==> src/rtl/alu_multicycle.sv <==
// alu_multicycle - execute-stage ALU with start/busy/done handshake.
//
// Logic and add/sub/compare opcodes complete in one edge. Unsigned multiply
// (low/high word) and divide/remainder run iteratively, one bit per edge,
// finishing WIDTH+1 edges after the start edge.
//
// Ports:
//   clk          rising-edge clock
//   reset        asynchronous, active-high reset
//   start        operation request, sampled only while busy=0
//   alucode      operation select, latched with start
//   data1        operand A / dividend, latched with start
//   data2        operand B / divisor, latched with start
//   busy         high while an iterative operation is running
//   done         one-cycle pulse, result and flags valid
//   dataOut      registered result, held until the next done
//   zero         registered (dataOut == 0)
//   div_by_zero  registered, set with done for DIVU/REMU with divisor 0
module alu_multicycle #(
  parameter int WIDTH = 32,
  parameter int CNT_W = $clog2(WIDTH) + 1
) (
  input  logic             clk,
  input  logic             reset,
  input  logic             start,
  input  logic [3:0]       alucode,
  input  logic [WIDTH-1:0] data1,
  input  logic [WIDTH-1:0] data2,
  output logic             busy,
  output logic             done,
  output logic [WIDTH-1:0] dataOut,
  output logic             zero,
  output logic             div_by_zero
);

  typedef enum logic [0:0] {
    IDLE = 1'b0,
    CALC = 1'b1
  } state_t;

  localparam logic [CNT_W-1:0] CNT_ONE  = CNT_W'(1);
  localparam logic [CNT_W-1:0] LAST_CNT = CNT_W'(WIDTH - 1);

  state_t             state_q;
  logic [CNT_W-1:0]   cnt_q;
  logic [3:0]         op_q;
  // hi_q: upper product word / partial remainder
  // lo_q: multiplier shifting out, product low word / dividend shifting out, quotient
  // b_q : multiplicand / divisor
  logic [WIDTH-1:0]   hi_q;
  logic [WIDTH-1:0]   lo_q;
  logic [WIDTH-1:0]   b_q;
  logic [WIDTH-1:0]   data_q;
  logic               done_q;
  logic               busy_q;
  logic               zero_q;
  logic               dbz_q;

  logic [WIDTH-1:0]   hi_d;
  logic [WIDTH-1:0]   lo_d;
  logic [WIDTH:0]     mul_sum_s;
  logic [WIDTH:0]     div_shift_s;
  logic [WIDTH-1:0]   div_diff_s;
  logic               div_ge_s;
  logic [WIDTH-1:0]   iter_res_s;
  logic [WIDTH-1:0]   simple_res_s;
  logic               is_iter_s;

  // Single-cycle opcodes; unknown codes yield zero.
  function automatic logic [WIDTH-1:0] simple_op(input logic [3:0] op,
                                                 input logic [WIDTH-1:0] a,
                                                 input logic [WIDTH-1:0] b);
    logic [WIDTH-1:0] r;
    case (op)
      4'b0000: r = a & b;
      4'b0001: r = a | b;
      4'b0010: r = a + b;
      4'b0110: r = a - b;
      4'b0111: r = (a < b) ? {{(WIDTH-1){1'b0}}, 1'b1} : {WIDTH{1'b0}};
      4'b1100: r = ~(a | b);
      default: r = {WIDTH{1'b0}};
    endcase
    return r;
  endfunction

  // Decode of the incoming request and its single-cycle result.
  always_comb begin
    is_iter_s    = (alucode[3:2] == 2'b10);
    simple_res_s = simple_op(alucode, data1, data2);
  end

  // One iteration step: shift-add multiply or restoring shift-subtract divide.
  always_comb begin
    mul_sum_s   = {1'b0, hi_q} + (lo_q[0] ? {1'b0, b_q} : {(WIDTH+1){1'b0}});
    div_shift_s = {hi_q, lo_q[WIDTH-1]};
    div_ge_s    = (div_shift_s >= {1'b0, b_q});
    // The restored remainder is always below the divisor, so WIDTH bits suffice.
    div_diff_s  = div_shift_s[WIDTH-1:0] - b_q;
    if (op_q[1]) begin
      hi_d = div_ge_s ? div_diff_s : div_shift_s[WIDTH-1:0];
      lo_d = {lo_q[WIDTH-2:0], div_ge_s};
    end else begin
      hi_d = mul_sum_s[WIDTH:1];
      lo_d = {mul_sum_s[0], lo_q[WIDTH-1:1]};
    end
    // op_q[0] picks the high word (MULHI) or remainder (REMU).
    case (op_q[0])
      1'b1:    iter_res_s = hi_d;
      default: iter_res_s = lo_d;
    endcase
  end

  // Control FSM with registered handshake and result outputs.
  always_ff @(posedge clk or posedge reset) begin
    if (reset) begin
      state_q <= IDLE;
      cnt_q   <= {CNT_W{1'b0}};
      op_q    <= 4'b0000;
      hi_q    <= {WIDTH{1'b0}};
      lo_q    <= {WIDTH{1'b0}};
      b_q     <= {WIDTH{1'b0}};
      data_q  <= {WIDTH{1'b0}};
      done_q  <= 1'b0;
      busy_q  <= 1'b0;
      zero_q  <= 1'b1;
      dbz_q   <= 1'b0;
    end else begin
      case (state_q)
        IDLE: begin
          if (start && is_iter_s) begin
            op_q    <= alucode;
            hi_q    <= {WIDTH{1'b0}};
            lo_q    <= data1;
            b_q     <= data2;
            cnt_q   <= {CNT_W{1'b0}};
            busy_q  <= 1'b1;
            done_q  <= 1'b0;
            state_q <= CALC;
          end else if (start) begin
            data_q  <= simple_res_s;
            zero_q  <= (simple_res_s == {WIDTH{1'b0}});
            dbz_q   <= 1'b0;
            done_q  <= 1'b1;
          end else begin
            done_q  <= 1'b0;
          end
        end
        CALC: begin
          hi_q  <= hi_d;
          lo_q  <= lo_d;
          cnt_q <= cnt_q + CNT_ONE;
          if (cnt_q == LAST_CNT) begin
            data_q  <= iter_res_s;
            zero_q  <= (iter_res_s == {WIDTH{1'b0}});
            dbz_q   <= op_q[1] && (b_q == {WIDTH{1'b0}});
            done_q  <= 1'b1;
            busy_q  <= 1'b0;
            state_q <= IDLE;
          end else begin
            done_q  <= 1'b0;
          end
        end
        default: begin
          state_q <= IDLE;
          busy_q  <= 1'b0;
          done_q  <= 1'b0;
        end
      endcase
    end
  end

  assign busy        = busy_q;
  assign done        = done_q;
  assign dataOut     = data_q;
  assign zero        = zero_q;
  assign div_by_zero = dbz_q;

endmodule

==> config.mk <==
export PLATFORM = sky130hd
export DESIGN_NAME = alu_multicycle
export DESIGN_NICKNAME = d
export VERILOG_FILES = /design/src/rtl/alu_multicycle.sv
export SDC_FILE = /design/constraint.sdc
export NUM_CORES = 1
export LEC_CHECK = 0
export CAP_MARGIN = 20
export CORE_ASPECT_RATIO = 1.2
export CORE_UTILIZATION = 44
export DETAILED_ROUTE_END_ITERATION = 12
export PLACE_DENSITY = 0.67
export RECOVER_POWER = 25
export SETUP_SLACK_MARGIN = 0.02
export SLEW_MARGIN = 5
export SYNTH_ARGS = -nofsm -noshare
export SYNTH_HDL_FRONTEND = slang
export SYNTH_SLANG_ARGS = --single-unit
export TNS_END_PERCENT = 20
==> constraint.sdc <==
create_clock -name clk -period 5.85 [get_ports clk]
set_clock_uncertainty 0.1 [all_clocks]
set_input_delay 1.4625 -clock clk [delete_from_list [all_inputs] [get_ports clk]]
set_output_delay 1.4625 -clock clk [all_outputs]
set_load 0.005 [all_outputs]
==> results by stage, run 1 <==
Yosys:
- Counting every instance in the synthesized netlist gives approximately 2.2k.
- The synthesized netlist net count is between 2k and 2.5k.
- The count of cell types in the netlist is approximately 90.
- In this run, synthesis produced a sequential element count of 141.
- The cell area after synthesis is approximately 17000 um2.
- The share of the yosys chip area belonging to registers is between 20% and 30%.
- Averaged over all synthesized cells, the footprint is around 7.6 um2.
- The total number of yosys warnings is 0.
- The number of flops mapped to enable cells by yosys is 0.
- The flip-flop cell with the highest count after synthesis is sky130_fd_sc_hd__dfrtp_1.
- For this run, asynchronously set or reset flops after synthesis account for 100.0%.

Detailed routing:
- The number of vias per cell after detailed routing is roughly 6.4.
- The total length of routed wires is about 68000 um.
- The top routing layer in use is met5.
- The count of nets left with antenna violations once routing finished came out at 0.
- The first-pass iteration count of the detailed router is 5.
- Dividing the detail-routed wire length by the instance count gives 23.92 um.
- For this block, the via count after detailed routing is ~18k.
- After detailed routing, the wire length on met1 is approximately 29000 um.
- The met3 wire length is 4742 um.
- Wire segments on met2 add up to around 31000 um in the final route.
- The violation count after the first detailed-routing iteration is approximately 1.8k.
- The DRC violation count after routing is 0.

Setup path:
- The maximum net fanout on the critical path is 2.
- Data on the critical path is required at its endpoint by roughly 6100 ps.
- In this design, the stage delay of the slowest critical-path cell is approximately 610 ps.
- For the worst setup path, the data arrival time is approximately 5900 ps.
- The worst setup path is of the input port to flop kind.
- On the critical path, the stage with the largest delay is an instance of sky130_fd_sc_hd__or4_1.
- The setup check on the worst reg-to-reg path leaves a slack of slightly above 700 ps.
- The signal on the critical path passes through clkdlybuf4s50_1 -> inv_1 -> ha_1 -> fa_1 -> nor3b_1 -> a21oi_1 -> nor2_1 -> or4_1 -> or3_1 -> nor4_4 -> nand3_1 -> or4_1 -> or4_1 -> nor4b_2 -> a22oi_1 -> o31ai_1.
- The kind of start point of the critical path is an input port.
- The kind of end point of the critical path is a flop.
- Counting stages on the worst path, the most repeated cell is sky130_fd_sc_hd__or4_1.

Clock network:
- Clock tree synthesis found a total of 141 sinks.
- The clock tree from TritonCTS is done.
- The hold buffer count at cts is 0.
- The clock slew seen by the registers of the worst setup and hold paths is approximately 60 ps.
- Buffers inserted during clock tree synthesis total 17.
- The largest buffer count on any clock path is 2.
- The worst-skew pair later-pin latency is between 400 and 500 ps.
- The number of H-tree levels is 4.
- The clock root buffer is sky130_fd_sc_hd__clkbuf_16.

Timing:
- The final hold violation count is 0.
- In the finished design, the share of the clock period the worst path needs comes to 95.89%.
- Setup repair after global routing left no endpoint under its margin.
- The highest attainable clock frequency is ~0.18 GHz.
- The worst path in the final design needs a cycle of between 5000 and 6000 ps, including I/O delays and setup.
- The transition time at the pin with the least slew margin is roughly 1100 ps.
- Setup violations remaining at the end of the flow were counted as 0.
- The sum of negative setup slack is 0 ps.
- The worst hold margin is between 300 and 400 ps.
- Headroom to the max-slew limit came out at 26.31%.
- The max-slew violation total from the final report came to 0.

Floorplanning:
- The die boundary width is about 180 um.
- The initial core utilization is about 45%.
- The number of placed I/O pins is between 100 and 150.
- The row count is 77.
- Measured along the y axis, the die boundary spans about 210 um.
- In this run the standard cell core region covers 37000 um2.
- The die footprint is between 30000 and 40000 um2.

GRT:
- The largest net degree at the start of global routing is 100.
- The wire length of the first global-routing pass is between 100000 and 150000 um.
- After global routing the overflow that remains totals 0.
- In the global route stage, overall resource usage came out at a little over a third.
- The via count of the first global-routing pass is 17.56k.
- The initial antenna violation count is 1.

Cells and area:
- Relative to the synthesized area, the layout overhead comes to 18.66%.
- Leaving out fill and tap cells, the most frequent cell in the layout is sky130_fd_sc_hd__nand2_1.
- The final layout net count is about 2.6k.
- The fill cell instance count of the final layout is ~3.7k.
- The finished cells cover a little under 20000 um2.
- The diode insertion count for antenna repair is 0.
- The library cells used most frequently in the layout, excluding fill and tap cells, are 206 x sky130_fd_sc_hd__nand2_1, 188 x sky130_fd_sc_hd__o21ai_0, 170 x sky130_fd_sc_hd__buf_4.
- Of the cells placed in the final design, the portion with a size suffix greater than 1 is about an eighth.

Power:
- Summed over all cells, the static leakage comes to just under 9 nW.
- The maximum resistive drop on vdd is ~290 uV.
- In this run the power density over the cells is around 570 nW/um2.

Place:
- The count of buffers added on input and output ports is 106.
- At the end of routability-driven placement, the weighted congestion stood at 1.034.
- Summing all placed instances gives a cell area of 19060 um2.
- The HPWL after detailed placement is 53850 um.

Run:
- The max capacitance violation total is 0.

Hold path:
- The tightest min-delay check is of the flop to flop type.

Outcome:
- The flow ran to the end, and the final reports show no timing, DRC or antenna violations.
==> worst max-delay path: cells and delay by family <==
kind            cells  cell delay [ps]
compound gates      3              350
fa+ha+maj           2              700
buf+inv             2              530
simple gates        9             2810
==> Yosys cell counts (20+ instances only) <==
| library cell | n | share of area, % |
|---|---|---|
| sky130_fd_sc_hd__a211oi_1 | 26 | 1.2 |
| sky130_fd_sc_hd__a21o_1 | 36 | 1.6 |
| sky130_fd_sc_hd__a21oi_1 | 168 | 5.1 |
| sky130_fd_sc_hd__a221oi_1 | 24 | 1.3 |
| sky130_fd_sc_hd__a22o_1 | 29 | 1.5 |
| sky130_fd_sc_hd__a22oi_1 | 20 | 0.91 |
| sky130_fd_sc_hd__a31oi_1 | 26 | 0.98 |
| sky130_fd_sc_hd__and2_1 | 46 | 1.7 |
| sky130_fd_sc_hd__clkbuf_1 | 89 | 2.0 |
| sky130_fd_sc_hd__dfrtp_1 | 140 | 21 |
| sky130_fd_sc_hd__ha_1 | 169 | 13 |
| sky130_fd_sc_hd__inv_1 | 165 | 3.7 |
| sky130_fd_sc_hd__mux2_2 | 27 | 1.8 |
| sky130_fd_sc_hd__mux2i_1 | 35 | 2.1 |
| sky130_fd_sc_hd__nand2_1 | 206 | 4.7 |
| sky130_fd_sc_hd__nand3_1 | 43 | 1.3 |
| sky130_fd_sc_hd__nand4_1 | 40 | 1.5 |
| sky130_fd_sc_hd__nor2_1 | 150 | 3.4 |
| sky130_fd_sc_hd__nor3_1 | 46 | 1.4 |
| sky130_fd_sc_hd__nor4_1 | 28 | 1.1 |
| sky130_fd_sc_hd__o211ai_1 | 31 | 1.4 |
| sky130_fd_sc_hd__o21ai_0 | 188 | 5.7 |
| sky130_fd_sc_hd__o22ai_1 | 21 | 0.79 |
| sky130_fd_sc_hd__or3_1 | 20 | 0.75 |
| sky130_fd_sc_hd__xnor2_1 | 38 | 2.0 |
==> cells by family after synthesis <==
| logic type | after synthesis | share of synthesized area [%] |
|---|---|---|
| flip-flops | 141 | 21.30 |
| XOR/XNOR | 57 | 3.012 |
| buffers and inverters | 293 | 6.884 |
| multiplexers | 62 | 3.948 |
| AO/OA/AOI/OAI | 772 | 31.49 |
| AND/OR/NAND/NOR | 676 | 20.13 |
| adder cells (fa/ha/maj) | 173 | 13.24 |
==> cell type report <==
| class | count | area, um2 | area share (%) |
|---|---|---|---|
| clock buffers | 19 | 442.9 | 2.252 |
| clock inverters | 11 | 143.9 | 0.7316 |
| inverters | 166 | 628.1 | 3.194 |
| multi-input cells | 1740 | 11970 | 60.85 |
| flip-flops and latches | 141 | 3535 | 17.97 |
| well taps | 474 | 593.1 | 3.015 |
| repair buffers | 277 | 2357 | 11.99 |
==> power by group <==
| part | total (mW) | internal (mW) | switching [mW] |
|---|---|---|---|
| Clock | 1.12 | 0.675 | 0.444 |
| Sequential | 2.02 | 1.45 | 0.569 |
| Combinational | 8.06 | 3.16 | 4.89 |
==> metal layers <==
layer / vias up / GRT usage [%]
li1: 8413 / -
met1: 8770 / 49.10
met2: 787 / 55.33
met3: 140 / 3.989
met4: 2 / 14.68
met5: - / 0
==> worst paths after layout <==
path,start,endpoint,cells past startpoint
hold reg to reg,dataOut[28],dataOut[28],2
min in group asynchronous,reset,hi_q[23],2
max in group asynchronous,reset,zero,3
hold / removal,dataOut[28],dataOut[28],2
setup reg to reg,hi_q[27],zero,14
setup / recovery,data1[0],zero,16
==> per-stage QoR <==
stage | std cells | setup slack (ps) | total power, mW | util [%]
floorplan | 2174 | 507.9 | 7.272 | -
global placement | 2798 | -164.5 | 9.798 | 51.52
detailed placement | 2798 | -227.6 | 9.835 | 51.52
CTS | 2828 | 223.2 | 11.03 | 53.11
global route | 2828 | 41.76 | 11.98 | 53.16
finish | 2828 | 240.2 | 11.20 | 53.16
==> state kept, by name, indices dropped and copies added (netlist names) <==
signal and cells:
div_by_zero 1, dataOut 32, lo_q 32, busy 1, b_q 32, hi_q 32
zero 1, op_q 2, done 1, state_q 1, cnt_q 6
==> what timing repair did <==
item,CTS,global route
resized for setup,0,3
endpoints found under the setup margin,0,1
setup buffers,0,0
(Power assumes the default switching activity.)
==> run 2, diff against run 1 <==
--- a/config.mk
+++ b/config.mk
@@ -9,10 +9,11 @@
 export CORE_ASPECT_RATIO = 1.2
 export CORE_UTILIZATION = 44
 export DETAILED_ROUTE_END_ITERATION = 12
+export GPL_TIMING_DRIVEN = 0
 export PLACE_DENSITY = 0.67
 export RECOVER_POWER = 25
 export SETUP_SLACK_MARGIN = 0.02
-export SLEW_MARGIN = 5
+export SLEW_MARGIN = 20
 export SYNTH_ARGS = -nofsm -noshare
 export SYNTH_HDL_FRONTEND = slang
 export SYNTH_SLANG_ARGS = --single-unit
==> run 2 against run 1 <==
  * The flow now finishes with violations (max-capacitance violations, max-slew violations)
  * Final cell count fell by 1.2%
  * Worst hold slack improved by 9.7 ps
  * Core utilization fell by 1.7 points
  * Critical path depth fell by 1
  * Register-to-register slack got worse by 500 ps
  * Largest cell class unchanged
  * Wire length rose by 7.9%
  * Via count rose by 1.5%
  * Flip-flop and latch count did not move
  * Highest routed layer is now met4
  * First-iteration DRC count fell by 0.16%
  * Setup slack got worse by 100 ps
  * Sequential power fell by 2%
==> results by stage, run 2 (same netlist as run 1, synthesis figures left out) <==
Outcome:
- The flow ran to the end, but the final reports show violations.
- The final reports fail on max-capacitance violations, max-slew violations.

Clock network:
- The largest buffer count on any clock path is 2 (unchanged).
- The worst-skew pair later-pin latency was 440 ps (about the same).
- The number of H-tree levels is 4 (unchanged).
- The number of clock buffers inserted by TritonCTS is 17 (unchanged).
- The clock slew seen by the registers of the worst setup and hold paths is 60 ps (about the same).
- The hold buffer count at cts is 0 (unchanged).
- The number of sinks on the clock net is 141 (unchanged).
- The clock tree from TritonCTS is done.
- The tree is rooted in a sky130_fd_sc_hd__clkbuf_16.

GRT:
- The wire length of the first global-routing pass is 109500 um (+5.7%).
- The via count of the first global-routing pass is 18.09k (+3.0%).
- The initial antenna violation count is 0 (-1).
- The global routing usage summed across all routing layers is 38.10% (+2.7 points).
- The leftover overflow at the end of global routing was 0 (unchanged).
- The largest net degree at the start of global routing came to 73 (-27%).

Run:
- The max capacitance violation total is 1 (+1).

Detailed routing:
- The number of vias per cell after detailed routing is 6.582 (+2.8%).
- The average wire length per cell after detail routing was 26.14 um (+9.3%).
- The DRC violation count after routing was 0 (unchanged).
- The total length of routed wires is 73010 um (+7.9%).
- The total number of vias is 18.38k (+1.5%).
- The number of routed nets with antenna violations is 0 (unchanged).
- The violation count after the first detailed-routing iteration came to 1835 (-0.16%).
- The first-pass iteration count of the detailed router came to 6 (+1).

Hold path:
- The source of the worst hold timing path is dataOut[30].
- The number of stages on the worst hold path came to 2 (unchanged).
- The worst hold path belongs to the class flop to flop.
- The path with the worst hold slack has its endpoint at dataOut[30].

Cells and area:
- The area growth from synthesis to layout is 14.95%.
- The top cell types in the final layout, fill and taps aside, are 206 x sky130_fd_sc_hd__nand2_1, 184 x sky130_fd_sc_hd__o21ai_0, 169 x sky130_fd_sc_hd__ha_1.
- The final design instance area without fill is 19050 um2 (-3.1%).
- The commonest non-fill, non-tap cell in the layout is sky130_fd_sc_hd__nand2_1.
- The final layout net count was 2549 (-1.5%).
- The fill cell instance count of the final layout is 3695 (-0.24%).
- The footprint of the multi-input gates was 12040 um2 (+0.61%).
- The non-filler instance count after layout came to 2793 (-1.2%).
- The fraction of final layout cells with drive strength greater than 1 was 6.514% (-5.3 points).
- The combined flip-flop and latch cell area was 3530 um2 (-0.14%).
- The core utilization of the finished layout was 51.50% (-1.7 points).

Timing:
- The final hold violation count was 0 (unchanged).
- The worst hold margin is 388.5 ps (+9.663 ps).
- The final worst setup slack was 137.7 ps (-102.5 ps).
- The clock period minus worst slack is 5712 ps (+102.5 ps).
- The transition time at the pin with the least slew margin is 3325 ps (+2220 ps).
- The highest attainable clock frequency was 0.1751 GHz (-1.8%).
- The share of the clock period used by the worst path after layout came to 97.65% (+1.8 points).
- The max-slew violation total from the final report is 70 (+70).
- The worst max-slew margin expressed relative to the limit was -122.9% (-150 points).
- The total setup violations reported at the end of the flow is 0 (unchanged).
- Setup repair after global routing left no endpoint under its margin.

Power:
- The power density over cell area was 603.7 nW/um2 (+6.0%).
- The static power due to leakage is 8.385 nW (-5.7%).
- The maximum resistive drop on vdd is 245.0 uV (-14%).

Floorplanning:
- The die footprint is 38450 um2 (unchanged).
- The placeable core region is 37000 um2 (unchanged).
- The number of placed I/O pins is 107 (unchanged).
- The die boundary width is 179.2 um (unchanged).
- The row count is 77 (unchanged).
- The floorplan die height is 214.6 um (unchanged).
- The initial core utilization is 44.80% (unchanged).

Setup path:
- The slowest stage of the critical path belongs to the cell sky130_fd_sc_hd__clkdlybuf4s50_1.
- Broken down by cell family, the worst path's largest delay share belongs to compound AO/OA/AOI/OAI gates.
- STA classifies the critical path startpoint as an input port.
- The buffering stage count on the worst path with inverters included is 3 (+1).
- The critical path data required time is 6110 ps (about the same).
- The cell repeated most along the worst path is sky130_fd_sc_hd__o21ai_0.
- The maximum net fanout on the critical path is 6 (+4).
- The worst flop-to-flop path endpoint is zero.
- The worst reg2reg path depth is 14 (unchanged).
- STA classifies the critical path endpoint as a flop.
- The source of the worst register-to-register timing path is b_q[25].
- The worst endpoint data arrival time is 5970 ps (+110 ps).
- The critical path goes through clkdlybuf4s50_1 -> inv_1 -> ha_1 -> o21bai_2 -> o211ai_1 -> buf_4 -> a2bb2oi_4 -> a2111o_1 -> a311oi_1 -> o21ai_0 -> o221a_2 -> o21ai_0 -> nor4b_2 -> a22oi_1 -> o31ai_1.
- The delay contributed by the slowest stage of the critical path came to 610 ps (about the same).
- By startpoint and endpoint, the worst setup path is classified as input port to flop.
- The setup slack of the worst register-to-register path is 220 ps (-500 ps).

Place:
- The number of placed instances, taps included is 2757 (-1.5%).
- The standard cell area after detailed placement is 18290 um2 (-4.0%).
- The pre-CTS setup slack is -545.3 ps (-317.7 ps).
- The port buffer count is 106 (unchanged).
- The final weighted congestion in routability-driven placement is 1.018 (-1.6%).
- The HPWL after detailed placement is 58650 um (+8.9%).
[run 2: changes by cell type in the layout (fill, tap and decap cells not counted), moves of 3 or more]
cell                              before  now
sky130_fd_sc_hd__dlymetal6s2s_1        0    3
sky130_fd_sc_hd__buf_4               170    7
sky130_fd_sc_hd__buf_2                 0   20
sky130_fd_sc_hd__o21ai_1               4    8
sky130_fd_sc_hd__clkbuf_1              1   87
sky130_fd_sc_hd__buf_1                 0   15
sky130_fd_sc_hd__o21ai_0             188  184
sky130_fd_sc_hd__clkdlybuf4s50_1     105  102
sky130_fd_sc_hd__clkbuf_2              0    3
[run 2: how the worst max path moves through the flow]
stage,startpoint,end,slack (ps),depth (start not counted)
after CTS,alucode[1],zero,30,13
after global placement,reset,hi_q[1],-1630,2
after detailed placement,data1[2],zero,-550,16
after floorplan,reset,b_q[0],510,1
final,data1[1],zero,140,15
after global routing,data1[1],zero,20,15
[run 2: cell type report]
type | instances | share of cell area [%]
multi-input cells | 1740 | 63.20
flip-flops and latches | 141 | 18.53
repair buffers | 113 | 5.976
inverters | 166 | 3.277
well taps | 474 | 3.113
plain buffers | 126 | 2.706
clock buffers | 19 | 2.325
clock inverters | 13 | 0.8669
diodes | 1 | 0.01313
[run 2: stage by stage]
stage	power [mW]	TNS (ps)
2_1_floorplan	7.272	0
5_1_grt	12.17	0
3_5_place_dp	9.983	-824.1
6_report	11.50	0
4_1_cts	11.20	0
3_3_place_gp	9.904	-231780
[run 2: power by group]
part	internal, mW	switching, mW	total [mW]	leakage (nW)
clock network	0.684	0.466	1.15	0.286
registers	1.45	0.528	1.98	1.74
logic	3.08	5.30	8.37	6.36
total	5.21	6.29	11.5	8.38
[run 2: metal layers]
| layer | vias up | part of all wire (%) | GRT usage, % |
|---|---|---|---|
| met4 | 0 | 7.2 | 24.31 |
| met5 | - | 0 | 0 |
| met3 | 251 | 7.9 | 5.337 |
| met1 | 8766 | 39 | 47.13 |
| li1 | 8342 | - | - |
| met2 | 1025 | 46 | 61.49 |
[run 2: what timing repair did]
action,in CTS,in global routing
gates resized for setup,3,26
buffers inserted,0,4
pin swaps,0,6
setup endpoints to repair,1,2
[run 2: worst register-to-register path, delay by kind of cell, from the launching register on]
kind	cells	cell delay [ps]
AND/OR/NAND/NOR	8	3010
AO/OA/AOI/OAI	4	1220
flip-flops	1	600
buffers and inverters	1	180
adder cells (fa/ha/maj)	1	430
